--- src/rtl/wb_rr_arbiter.sv ---
// Two-master Wishbone round-robin arbiter with per-cyc ownership lock
// and a stalled-strobe watchdog. Masters m0/m1 share slave port s_*.
module wb_rr_arbiter #(
  parameter int unsigned TIMEOUT_CYCLES = 255
) (
  input  logic        i_clk,
  input  logic        i_resetn,
  input  logic [31:0] m0_wb_adr_i,
  input  logic [31:0] m0_wb_dat_i,
  output logic [31:0] m0_wb_dat_o,
  input  logic        m0_wb_we_i,
  input  logic [3:0]  m0_wb_sel_i,
  input  logic        m0_wb_stb_i,
  input  logic        m0_wb_cyc_i,
  output logic        m0_wb_ack_o,
  output logic        m0_wb_err_o,
  input  logic [31:0] m1_wb_adr_i,
  input  logic [31:0] m1_wb_dat_i,
  output logic [31:0] m1_wb_dat_o,
  input  logic        m1_wb_we_i,
  input  logic [3:0]  m1_wb_sel_i,
  input  logic        m1_wb_stb_i,
  input  logic        m1_wb_cyc_i,
  output logic        m1_wb_ack_o,
  output logic        m1_wb_err_o,
  output logic [31:0] s_wb_adr_o,
  output logic [31:0] s_wb_dat_o,
  output logic        s_wb_we_o,
  output logic [3:0]  s_wb_sel_o,
  output logic        s_wb_stb_o,
  output logic        s_wb_cyc_o,
  input  logic [31:0] s_wb_dat_i,
  input  logic        s_wb_ack_i,
  input  logic        s_wb_err_i,
  output logic [1:0]  o_grant,
  output logic        o_timeout
);

  typedef enum logic [1:0] {
    IDLE = 2'd0,
    OWN0 = 2'd1,
    OWN1 = 2'd2
  } state_e;

  localparam logic [15:0] WDOG_MAX = 16'(TIMEOUT_CYCLES - 1);

  state_e      state_q, state_d;
  logic        last_q, last_d;
  logic [15:0] wdog_q, wdog_d;
  logic        expire_q, expire_d;

  logic own0, own1, own_cyc, stalled, to_pulse;

  assign own0     = (state_q == OWN0);
  assign own1     = (state_q == OWN1);
  assign own_cyc  = (own0 & m0_wb_cyc_i) | (own1 & m1_wb_cyc_i);
  // Slave response in the expiry cycle beats the watchdog.
  assign to_pulse = expire_q & own_cyc & ~s_wb_ack_i & ~s_wb_err_i;
  assign stalled  = own_cyc & s_wb_stb_o & ~s_wb_ack_i & ~s_wb_err_i;
  assign o_grant  = {own1, own0};
  assign o_timeout = to_pulse;

  always_ff @(posedge i_clk or negedge i_resetn) begin
    if (!i_resetn) begin
      state_q  <= IDLE;
      last_q   <= 1'b1;
      wdog_q   <= '0;
      expire_q <= 1'b0;
    end else begin
      state_q  <= state_d;
      last_q   <= last_d;
      wdog_q   <= wdog_d;
      expire_q <= expire_d;
    end
  end

  always_comb begin
    state_d = state_q;
    last_d  = last_q;
    unique case (state_q)
      IDLE: begin
        if (m0_wb_cyc_i && m1_wb_cyc_i)
          state_d = last_q ? OWN0 : OWN1;
        else if (m0_wb_cyc_i)
          state_d = OWN0;
        else if (m1_wb_cyc_i)
          state_d = OWN1;
      end
      OWN0: begin
        if (!m0_wb_cyc_i) begin
          state_d = IDLE;
          last_d  = 1'b0;
        end
      end
      OWN1: begin
        if (!m1_wb_cyc_i) begin
          state_d = IDLE;
          last_d  = 1'b1;
        end
      end
      default: state_d = IDLE;
    endcase
  end

  // Expiry is detected on the last stalled cycle and acted on
  // in the following cycle, so stb is seen for TIMEOUT_CYCLES.
  always_comb begin
    wdog_d   = '0;
    expire_d = 1'b0;
    if (stalled) begin
      if (wdog_q == WDOG_MAX)
        expire_d = 1'b1;
      else
        wdog_d = wdog_q + 16'd1;
    end
  end

  always_comb begin
    s_wb_adr_o  = '0;
    s_wb_dat_o  = '0;
    s_wb_we_o   = 1'b0;
    s_wb_sel_o  = '0;
    s_wb_stb_o  = 1'b0;
    s_wb_cyc_o  = 1'b0;
    m0_wb_dat_o = '0;
    m0_wb_ack_o = 1'b0;
    m0_wb_err_o = 1'b0;
    m1_wb_dat_o = '0;
    m1_wb_ack_o = 1'b0;
    m1_wb_err_o = 1'b0;
    unique case (1'b1)
      own0: begin
        s_wb_adr_o  = m0_wb_adr_i;
        s_wb_dat_o  = m0_wb_dat_i;
        s_wb_we_o   = m0_wb_we_i;
        s_wb_sel_o  = m0_wb_sel_i;
        s_wb_stb_o  = m0_wb_stb_i & ~expire_q;
        s_wb_cyc_o  = m0_wb_cyc_i;
        m0_wb_dat_o = s_wb_dat_i;
        m0_wb_ack_o = s_wb_ack_i;
        m0_wb_err_o = s_wb_err_i | to_pulse;
      end
      own1: begin
        s_wb_adr_o  = m1_wb_adr_i;
        s_wb_dat_o  = m1_wb_dat_i;
        s_wb_we_o   = m1_wb_we_i;
        s_wb_sel_o  = m1_wb_sel_i;
        s_wb_stb_o  = m1_wb_stb_i & ~expire_q;
        s_wb_cyc_o  = m1_wb_cyc_i;
        m1_wb_dat_o = s_wb_dat_i;
        m1_wb_ack_o = s_wb_ack_i;
        m1_wb_err_o = s_wb_err_i | to_pulse;
      end
      default: ;
    endcase
  end

endmodule

--- config.mk ---
export PLATFORM = sky130hd
export DESIGN_NAME = wb_rr_arbiter
export DESIGN_NICKNAME = d
export VERILOG_FILES = /design/src/rtl/wb_rr_arbiter.sv
export SDC_FILE = /design/constraint.sdc
export NUM_CORES = 1
export LEC_CHECK = 0
export BUFFER_PORTS_ARGS = -buffer_cell sky130_fd_sc_hd__buf_2
export CAP_MARGIN = 40
export CORE_AREA = 2 2 124 126
export CTS_CLUSTER_DIAMETER = 120
export DETAILED_ROUTE_END_ITERATION = 10
export DIE_AREA = 0 0 126 128
export GPL_TIMING_DRIVEN = 0
export PLACE_DENSITY_LB_ADDON = 0.1
export SLEW_MARGIN = 20
export SYNTH_ARGS = -nofsm -noshare
export SYNTH_HDL_FRONTEND = slang
export SYNTH_SLANG_ARGS = --single-unit
export TNS_END_PERCENT = 5
--- constraint.sdc ---
create_clock -name i_clk -period 2 [get_ports i_clk]
set_clock_uncertainty 0.15 [all_clocks]
set_input_delay 0.4 -clock i_clk [delete_from_list [all_inputs] [get_ports i_clk]]
set_output_delay 0.4 -clock i_clk [all_outputs]
set_load 0.1 [all_outputs]
; ---- Word-level counts from Yosys, hierarchy flattened
; Index checks and enable logic that the tools add are counted.
[totals]
output_inout_bits = 142
latch_bits = 0
regBits = 20
mem_bits_ro = 0
n_memories = 0
elab_cells = 57
mem_bits_rw = 0
inputBits = 178
[classes]
div_mod_pow = 0
eq_ne = 6
bitwise_logic = 15
mux = 26
n_addsub = 1
reduce_logical = 5
shifts = 0
n_mul = 0
magnitude_cmp = 0
[op_table]
columns = cell, n
row1 = $pmux 32 s2, 2
row2 = $mux 32, 2
row3 = $mux 16, 2
row4 = $add 16x1->16 const B, 1
row5 = $eq 16x8->1 const B, 1
row6 = $mux 2, 6
row7 = $and 1x1->1, 10
row8 = $mux 1, 8
row9 = $pmux 1 s2, 4
row10 = $pmux 4 s2, 1
row11 = $pmux 2 s3, 1
row12 = $reduce_and 3->1, 2
row13 = $ne 2x2->1 const B, 2
row14 = $ne 4x4->1 const B, 1
row15 = $not 1->1, 3
row16 = $eq 2x1->1 const B, 1
row17 = $eq 2x2->1 const B, 1
row18 = $logic_not 2->1, 1
row19 = $or 1x1->1, 2
row20 = $reduce_bool 2->1, 1
row21 = $logic_and 1x1->1, 1

; ---- Longest topological paths before layout
; Gate-level depths: netlist of run 1.
[logic_depth]
depth_word = 8
ltp_mapped = 8
ltp_nobuf = 6

; ---- Worst setup path after synthesis of run 1
; Ideal clock, no wire load.
[synth_path]
path_kind = reg-to-output
startpoint = register state_q[1]
endpoint = output port s_wb_dat_o[13]
required_ns = 1.450
n_path_buf = 3
stages_incl_launch_ff = 8
path_slack_ns = -1.245
arrival_ns = 2.695
path_cell_list = dfrtp_1 -> inv_1 -> ha_1 -> buf_2 -> buf_2 -> buf_1 -> a22oi_1 -> nor2b_1
[synth_between]
elab_chain_cells = 2
word_cells_on_any_way = 3
cone_classes = eq/ne: 2 / mux: 1
[synth_rtl]
columns = element, line_no
row1 = start: declaration, 47  ; state_e state_q, state_d;
row2 = start signal: assignment, 70  ; state_q <= state_d;
row3 = $eq 2x1->1, 54  ; assign own0 = (state_q == OWN0);
row4 = via own0, 52  ; logic own0, own1, own_cyc, stalled, to_pulse;
row5 = $pmux 32 s2, 131  ; unique case (1'b1)
row6 = end: declaration, 27  ; output logic [31:0] s_wb_dat_o,
; The timed path passes the listed nets, and every way through them passes these cells.

; ---- Final worst setup path of run 1
[layout_path]
startpoint = register state_q[0]
endpoint = output port m0_wb_err_o
[layout_between]
elab_chain_cells = 8
word_cells_on_any_way = 10
cone_classes = eq/ne: 2 / mux: 1 / bitwise: 7
[layout_rtl]
columns = element, line_no
row1 = $eq 2x1->1 (*), 54
row2 = via own0, 52
row3 = $and 1x1->1, 56  ; assign own_cyc = (own0 & m0_wb_cyc_i) | (own1 & m1_wb_cyc_i);
row4 = $or 1x1->1, 56
row5 = $and 1x1->1 (3 in series), 58  ; assign to_pulse = expire_q & own_cyc & ~s_wb_ack_i & ~s_wb_err_i;
row6 = $or 1x1->1, 141  ; m0_wb_err_o = s_wb_err_i | to_pulse;
row7 = $mux 1 (*), 131
row8 = end: declaration, 16  ; output logic m0_wb_err_o,
; Mark *: on every way through the listed nets, which the timed path passes. The rest lies on a longest branch.

==> results of run 1 <==
critical path: cells and delay by family (launching register included):
kind / cells / cell delay [ns]
AOI/OAI and AO/OA: 2 / 0.47
buffers and inverters: 3 / 0.45
DFF: 1 / 0.40
and+or+nand+nor: 2 / 0.17
adders and majority gates: 1 / 0.15
metal layers:
layer,part of all wire (%),vias to the layer above,GRT usage [%]
met5,0,-,0
met4,1.4,0,2.84
met3,6.0,14,2.50
met2,55,174,30.3
met1,37,1815,17.5
li1,-,1875,-
path summary, 6_finish.rpt:
| check | start | endpoint | slack [ns] | cells past startpoint |
|---|---|---|---|---|
| setup / recovery | state_q[0] | m0_wb_err_o | -0.44 | 8 |
| max in group asynchronous | i_resetn | state_q[1] | 0.86 | 2 |
| hold reg to reg | wdog_q[15] | wdog_q[15] | 0.41 | 2 |
| min in group asynchronous | i_resetn | wdog_q[9] | 0.49 | 2 |
| setup reg to reg | state_q[0] | wdog_q[11] | 0.06 | 7 |
| hold / removal | s_wb_err_i | expire_q | 0.29 | 4 |
power groups by stage:
stage                     clock, mW  combinational, mW  sequential (mW)
after CTS                     0.565               9.10            0.461
after global routing          0.577               10.3            0.474
after global placement            0               7.70            0.472
after floorplan                   0               6.43            0.467
after detailed placement          0               7.74            0.472
final                         0.550               9.94            0.468
cell families after synthesis:
group	after synthesis	share of synthesized area, %
buffers and inverters	39	6.34
multiplexers	1	0.378
XOR/XNOR	14	4.63
AO/OA/AOI/OAI	79	22.3
flip-flops	20	19.0
AND/OR/NAND/NOR	192	44.6
adder cells (fa/ha/maj)	6	2.84
flip-flops by register name (all words and copies together) (netlist names):
register	count
expire_q	1
last_q	1
wdog_q	16
state_q	2
stage by stage:
stage	utilization, %	setup TNS (ns)	hold slack [ns]
after CTS	40.5	-53.16	0.276
after floorplan	-	-101.78	-0.0456
final	44.5	-41.05	0.286
after detailed placement	31.1	-68.24	0.235
after global placement	31.1	-64.56	0.226
after global routing	44.5	-56.44	0.309
final cells by class:
class	count	area (um^2)
Clock buffer	3	75.1
Buffer	32	299
Tap cell	188	235
Multi-Input combinational cell	292	2360
Fill cell	1417	8250
Inverter	6	25.0
Sequential cell	20	503
Clock inverter	1	30.0
Timing Repair Buffer	326	3090
Yosys cell counts (all sizes together), types with 6 or more instances:
cell	count	share of area (%)
nand3	7	1.5
dfrtp	19	18
and2	67	16
a22oi	70	20
ha	6	2.8
nor2	19	2.7
inv	6	0.85
clkbuf	22	3.1
xnor2	9	3.0
buf	11	2.4
nor2b	73	17
nor3	6	1.3
timing repair:
| action | 4_1_cts | 5_1_grt |
|---|---|---|
| hold buffers | 1 | 0 |
| endpoints found under the setup margin | 152 | 151 |
| resized for setup | 388 | 166 |
| pin swaps | 2 | 7 |
| buffers inserted | 2 | 4 |
| endpoints found under the hold margin | 19 | 0 |
==> metrics.csv, run 1 <==
metric;value;unit
most common cell after layout, fill and taps aside;buf_2;
final count of negative-setup-slack endpoints;140;
vias post-DR;3878;
cell area after technology mapping;2650;um^2
CP endpoint kind;output port;
Yosys reg bits;20;
worst-case headroom to the max-slew limit;68.4;%
I/O Buffers;319;
Yosys cell types;38;
most used cell along the critical path;buf_6;
number of placed instances with taps included;858;
later-pin clock latency in the skew report;0.25;ns
setup slack after layout;-0.438;ns
Final Max Slew Viols;0;
violated checks;setup timing;
share of total power in sequential cells;4.3;%
crit path time final;2.44;ns
HPWL Detailed;11100;um
count of antenna diodes in the layout;0;
global-route wire length before repair;20100;um
instance area after placement;4630;um^2
crit path DAT;1.89;ns
antenna violations before repair;0;
Critical-path top delay cell;dfrtp_1;
GRT Total Usage;15.4;%
Avg Synthesized Cell Area;7.54;um^2
number of synthesis warnings;0;
Post-Syn Instances;351;
outcome;finished with violations;
Hold Path Class;in2reg;
Sw Share;61.3;%
core area;14900;um^2
floorplan row count;45;
total number of H-tree levels;1;
routability congestion estimate;0.858;
number of buffers on the longest clock path;2;
Layout Cell Area excl Fill;6620;um^2
post-detailed-route DRC marker count;0;
post-route total power;11.0;mW
commonest non-fill, non-tap cells in the layout;179 x buf_2, 76 x buf_12, 57 x and2_1;
power per unit of standard cell area;1660;nW/um^2
number of maximum-capacitance violations;0;
proportion of synthesized chip area in sequential cells;19.0;%
final hold violation count;0;
nets@finish;865;
FFs w/ async S/R, synth;100;%
leakage power;2.93;nW
worst path cell trace;buf_6 > ha_4 > buf_8 > a22oi_2 > nor2_1 > a21oi_1 > nor2b_1 > buf_6;
period utilisation layout;122;%
area growth from synthesis to final layout;150;%
crit path kind;reg2out;
total iterations of the first detailed-routing run;5;
total clock sinks;20;
root buf cell;clkbuf_16;
Startpoint Class;flop;
required time of the worst setup path;1.45;ns
Crit path largest cell delay;0.40;ns
post-layout instance count excluding filler cells;868;
via/cell ratio;4.47;
internal power component;4.24;mW
Mapped Nets;535;
dominant register cell in the synthesized netlist;dfrtp_1;
starting density of the core;17.8;%
Logic pwr share;90.7;%
die area;16100;um^2
number of top-level pins;320;
pre-CTS worst setup slack;-0.616;ns
number of flops mapped to enable cells by yosys;0;
number of global-route vias before repair;3760;
grt total ovfl;0;
Worst Max-Slew Pin Slew;0.474;ns
net switching power;6.71;mW
crit path max fanout;8;
DRT iter0 DRCs;133;
portion of total power attributed to the clock network;5.0;%
total length of routed wires;14100;um
Max Freq;410;MHz
worst-case vdd ir drop;0.689;mV
Routed wire per std cell;16.2;um
fraction of layout cells with a size suffix above 1;65.6;%
Worst-path clk slew;0.06;ns
TritonCTS buffer count;3;
post-route antenna net violation count;0;
CTS tree;done;
RSZ-0062 raised after global routing;true;
width of the chip;126;um
largest net degree at the start of global routing;21;
Die Height;128;um
No activity file was read; power rests on OpenSTA's default activity.
==> inputs of run 2 (changes only) <==
--- a/config.mk
+++ b/config.mk
@@ -12,7 +12,6 @@
 export DETAILED_ROUTE_END_ITERATION = 10
 export DIE_AREA = 0 0 126 128
 export GPL_TIMING_DRIVEN = 0
-export PLACE_DENSITY_LB_ADDON = 0.1
 export SLEW_MARGIN = 20
 export SYNTH_ARGS = -nofsm -noshare
 export SYNTH_HDL_FRONTEND = slang
==> run 2 against run 1 <==
The run still ends with setup timing left. Die area is the same. Via count about the same. Count of clock-buffer cells in the layout is 1 higher. Core utilization increased by 1.7 points. First-iteration DRC count shrank 15%. Cell count grew 0.35%. Critical endpoint is now m1_wb_err_o.
==> metrics.csv, run 2 (same netlist as run 1, synthesis figures left out) <==
metric;value;unit;change
outcome;finished with violations;;unchanged
violated checks;setup timing;;unchanged
Sw Share;60.8;%;was 61.3%
startpoint of the most critical hold path;m1_wb_cyc_i;;was s_wb_err_i
leakage power;3.02;nW;was 2.93 nW
Hold Path Class;in2reg;;unchanged
number of top-level pins;320;;unchanged
most common cell after layout, fill and taps aside;buf_2;;unchanged
crit path DAT;1.91;ns;was 1.89 ns
later-pin clock latency in the skew report;0.25;ns;about the same
number of buffers and inverters on the critical path;3;;unchanged
largest register by flop count;wdog_q;;unchanged
total clock sinks;20;;unchanged
CTS tree;done;;unchanged
width of the chip;126;um;unchanged
core area;14900;um^2;unchanged
root buf cell;clkbuf_16;;unchanged
largest registers;wdog_q x16, state_q x2;;unchanged
starting density of the core;17.8;%;unchanged
Die Height;128;um;unchanged
Routed wire per std cell;16.6;um;was 16.2 um
number of flip-flops under the largest register name;16;;unchanged
via/cell ratio;4.45;;was 4.47
most used cell along the critical path;buf_6;;unchanged
power per unit of standard cell area;1620;nW/um^2;was 1660 nW/um^2
worst setup path startpoint;state_q[0];;unchanged
HPWL Detailed;10200;um;was 11100 um
GRT Total Usage;16.4;%;was 15.4%
required time of the worst setup path;1.45;ns;about the same
Crit path largest cell delay;0.41;ns;was 0.40 ns
worst path cell trace;buf_6 > ha_4 > buf_12 > a22oi_2 > nor2_1 > a21oi_2 > nor2b_1 > buf_6;;was buf_6 > ha_4 > buf_8 > a22oi_2 > nor2_1 > a21oi_1 > nor2b_1 > buf_6
area growth from synthesis to final layout;160;%;was 150%
TritonCTS buffer count;3;;unchanged
die area;16100;um^2;unchanged
nets@finish;868;;was 865
fraction of layout cells with a size suffix above 1;69.3;%;was 65.6%
post-layout instance count excluding filler cells;871;;was 868
vias post-DR;3877;;was 3878
I/O Buffers;319;;unchanged
internal power component;4.37;mW;was 4.24 mW
worst-case vdd ir drop;0.750;mV;was 0.689 mV
largest net degree at the start of global routing;21;;unchanged
number of global-route vias before repair;4046;;was 3760
Worst-path clk slew;0.05;ns;was 0.06 ns
period utilisation layout;123;%;was 122%
final count of negative-setup-slack endpoints;140;;unchanged
number of placed instances with taps included;858;;unchanged
post-route antenna net violation count;0;;unchanged
Startpoint Class;flop;;unchanged
number of buffers on the longest clock path;2;;unchanged
cell family with most CP delay;buffers and inverters;;was compound AO/OA/AOI/OAI gates
Max Freq;406;MHz;was 410 MHz
count of antenna diodes in the layout;0;;unchanged
share of total power in sequential cells;4.2;%;was 4.3%
Hold Path Stages;2;;was 4
routability congestion estimate;0.796;;was 0.858
commonest non-fill, non-tap cells in the layout;177 x buf_2, 82 x buf_12, 62 x and2_4, 62 x buf_6, 58 x nor2b_1;;was 179 x buf_2, 76 x buf_12, 57 x and2_1
DRT iter0 DRCs;113;;was 133
net switching power;6.77;mW;was 6.71 mW
global-route wire length before repair;21200;um;was 20100 um
floorplan row count;45;;unchanged
worst reg-to-reg path cell count;8;;was 7
number of maximum-capacitance violations;0;;unchanged
total length of routed wires;14500;um;was 14100 um
worst-case headroom to the max-slew limit;69.1;%;was 68.4%
Final Max Slew Viols;0;;unchanged
total number of H-tree levels;1;;unchanged
final hold violation count;0;;unchanged
crit path kind;reg2out;;unchanged
grt total ovfl;0;;unchanged
Logic pwr share;92.0;%;was 90.7%
antenna violations before repair;0;;unchanged
crit path time final;2.46;ns;was 2.44 ns
portion of total power attributed to the clock network;3.7;%;was 5.0%
setup TNS;-39.38;ns;was -41.05 ns
total iterations of the first detailed-routing run;4;;was 5
Critical-path top delay cell;dfrtp_1;;unchanged
setup slack after layout;-0.465;ns;was -0.438 ns
startpoint of the lowest-slack register-to-register path;state_q[0];;unchanged
logic depth of the worst path, buffers included;8;;unchanged
post-detailed-route DRC marker count;0;;unchanged
crit path max fanout;8;;unchanged
RSZ-0062 raised after global routing;true;;unchanged
Worst Max-Slew Pin Slew;0.463;ns;was 0.474 ns
CP endpoint kind;output port;;unchanged
## run 2: changes by cell type in the layout (fill, tap and decap cells not counted), moves of 3 or more
| cell | before | now |
|---|---|---|
| buf_8 | 7 | 11 |
| buf_12 | 76 | 82 |
| and2_1 | 57 | 5 |
| nor2b_4 | 26 | 7 |
| a22oi_1 | 55 | 51 |
| a22oi_2 | 15 | 19 |
| and2_4 | 10 | 62 |
| buf_6 | 34 | 62 |
| clkbuf_16 | 3 | 6 |
| clkbuf_4 | 6 | 3 |
| buf_4 | 48 | 14 |
| nor2b_2 | 21 | 8 |
| nor2b_1 | 26 | 58 |
## run 2: worst register-to-register path, cell delays in order (launching register included)
cell and delay [ns]:
dfrtp_1 0.41, inv_4 0.11, ha_4 0.20, buf_12 0.14
mux2i_1 0.11, nor3b_4 0.26, nand3_2 0.21, buf_6 0.20
nor2_1 0.10
## run 2: worst paths after layout
kind,slack [ns],endpoint
max in group asynchronous,0.87,last_q
min in group asynchronous,0.48,wdog_q[3]
min,0.33,state_q[1]
max reg2reg,0.05,wdog_q[8]
min reg2reg,0.41,wdog_q[15]
max,-0.46,m1_wb_err_o
## run 2: through the flow
stage                     power (mW)  setup WS [ns]  util, %  instance area, um^2  hold WS (ns)
final                           11.1         -0.465     46.3                 6880         0.327
after global routing            11.5         -0.518     46.3                 6880         0.330
after CTS                       10.9         -0.457     45.1                 6710         0.322
after detailed placement        8.20         -0.628     31.1                 4630         0.224
after global placement          8.19         -0.653     31.1                 4630         0.221
after floorplan                 6.90          -1.08        -                 2800       -0.0456
## run 2: what timing repair did
action,CTS,global route
pin swaps,42,24
endpoints found under the setup margin,152,151
hold buffers,1,0
gates cloned,1,0
setup buffers,5,2
hold endpoints to repair,19,0
gates resized for setup,563,52
## run 2: final cells by class
class / count / area (um^2)
Buffer: 33 / 407
Clock buffer: 4 / 78.8
Fill cell: 1402 / 7990
Inverter: 6 / 27.5
Multi-Input combinational cell: 292 / 2350
Sequential cell: 20 / 503
Tap cell: 188 / 235
Timing Repair Buffer: 328 / 3280
## run 2: metal layers
| layer | up-vias | GRT usage, % | routed length, um |
|---|---|---|---|
| li1 | 1887 | - | - |
| met1 | 1802 | 18.6 | 5420 |
| met2 | 179 | 33.0 | 8050 |
| met3 | 9 | 2.55 | 944 |
| met4 | 0 | 1.75 | 88 |
| met5 | - | 0 | 0 |
## run 2: power by group through the flow
stage               clock (mW)  combinational, mW  sequential (mW)
global route             0.441               10.6            0.473
finish                   0.416               10.2            0.470
detailed placement           0               7.72            0.473
floorplan                    0               6.43            0.467
CTS                      0.423               9.99            0.470
global placement             0               7.72            0.471
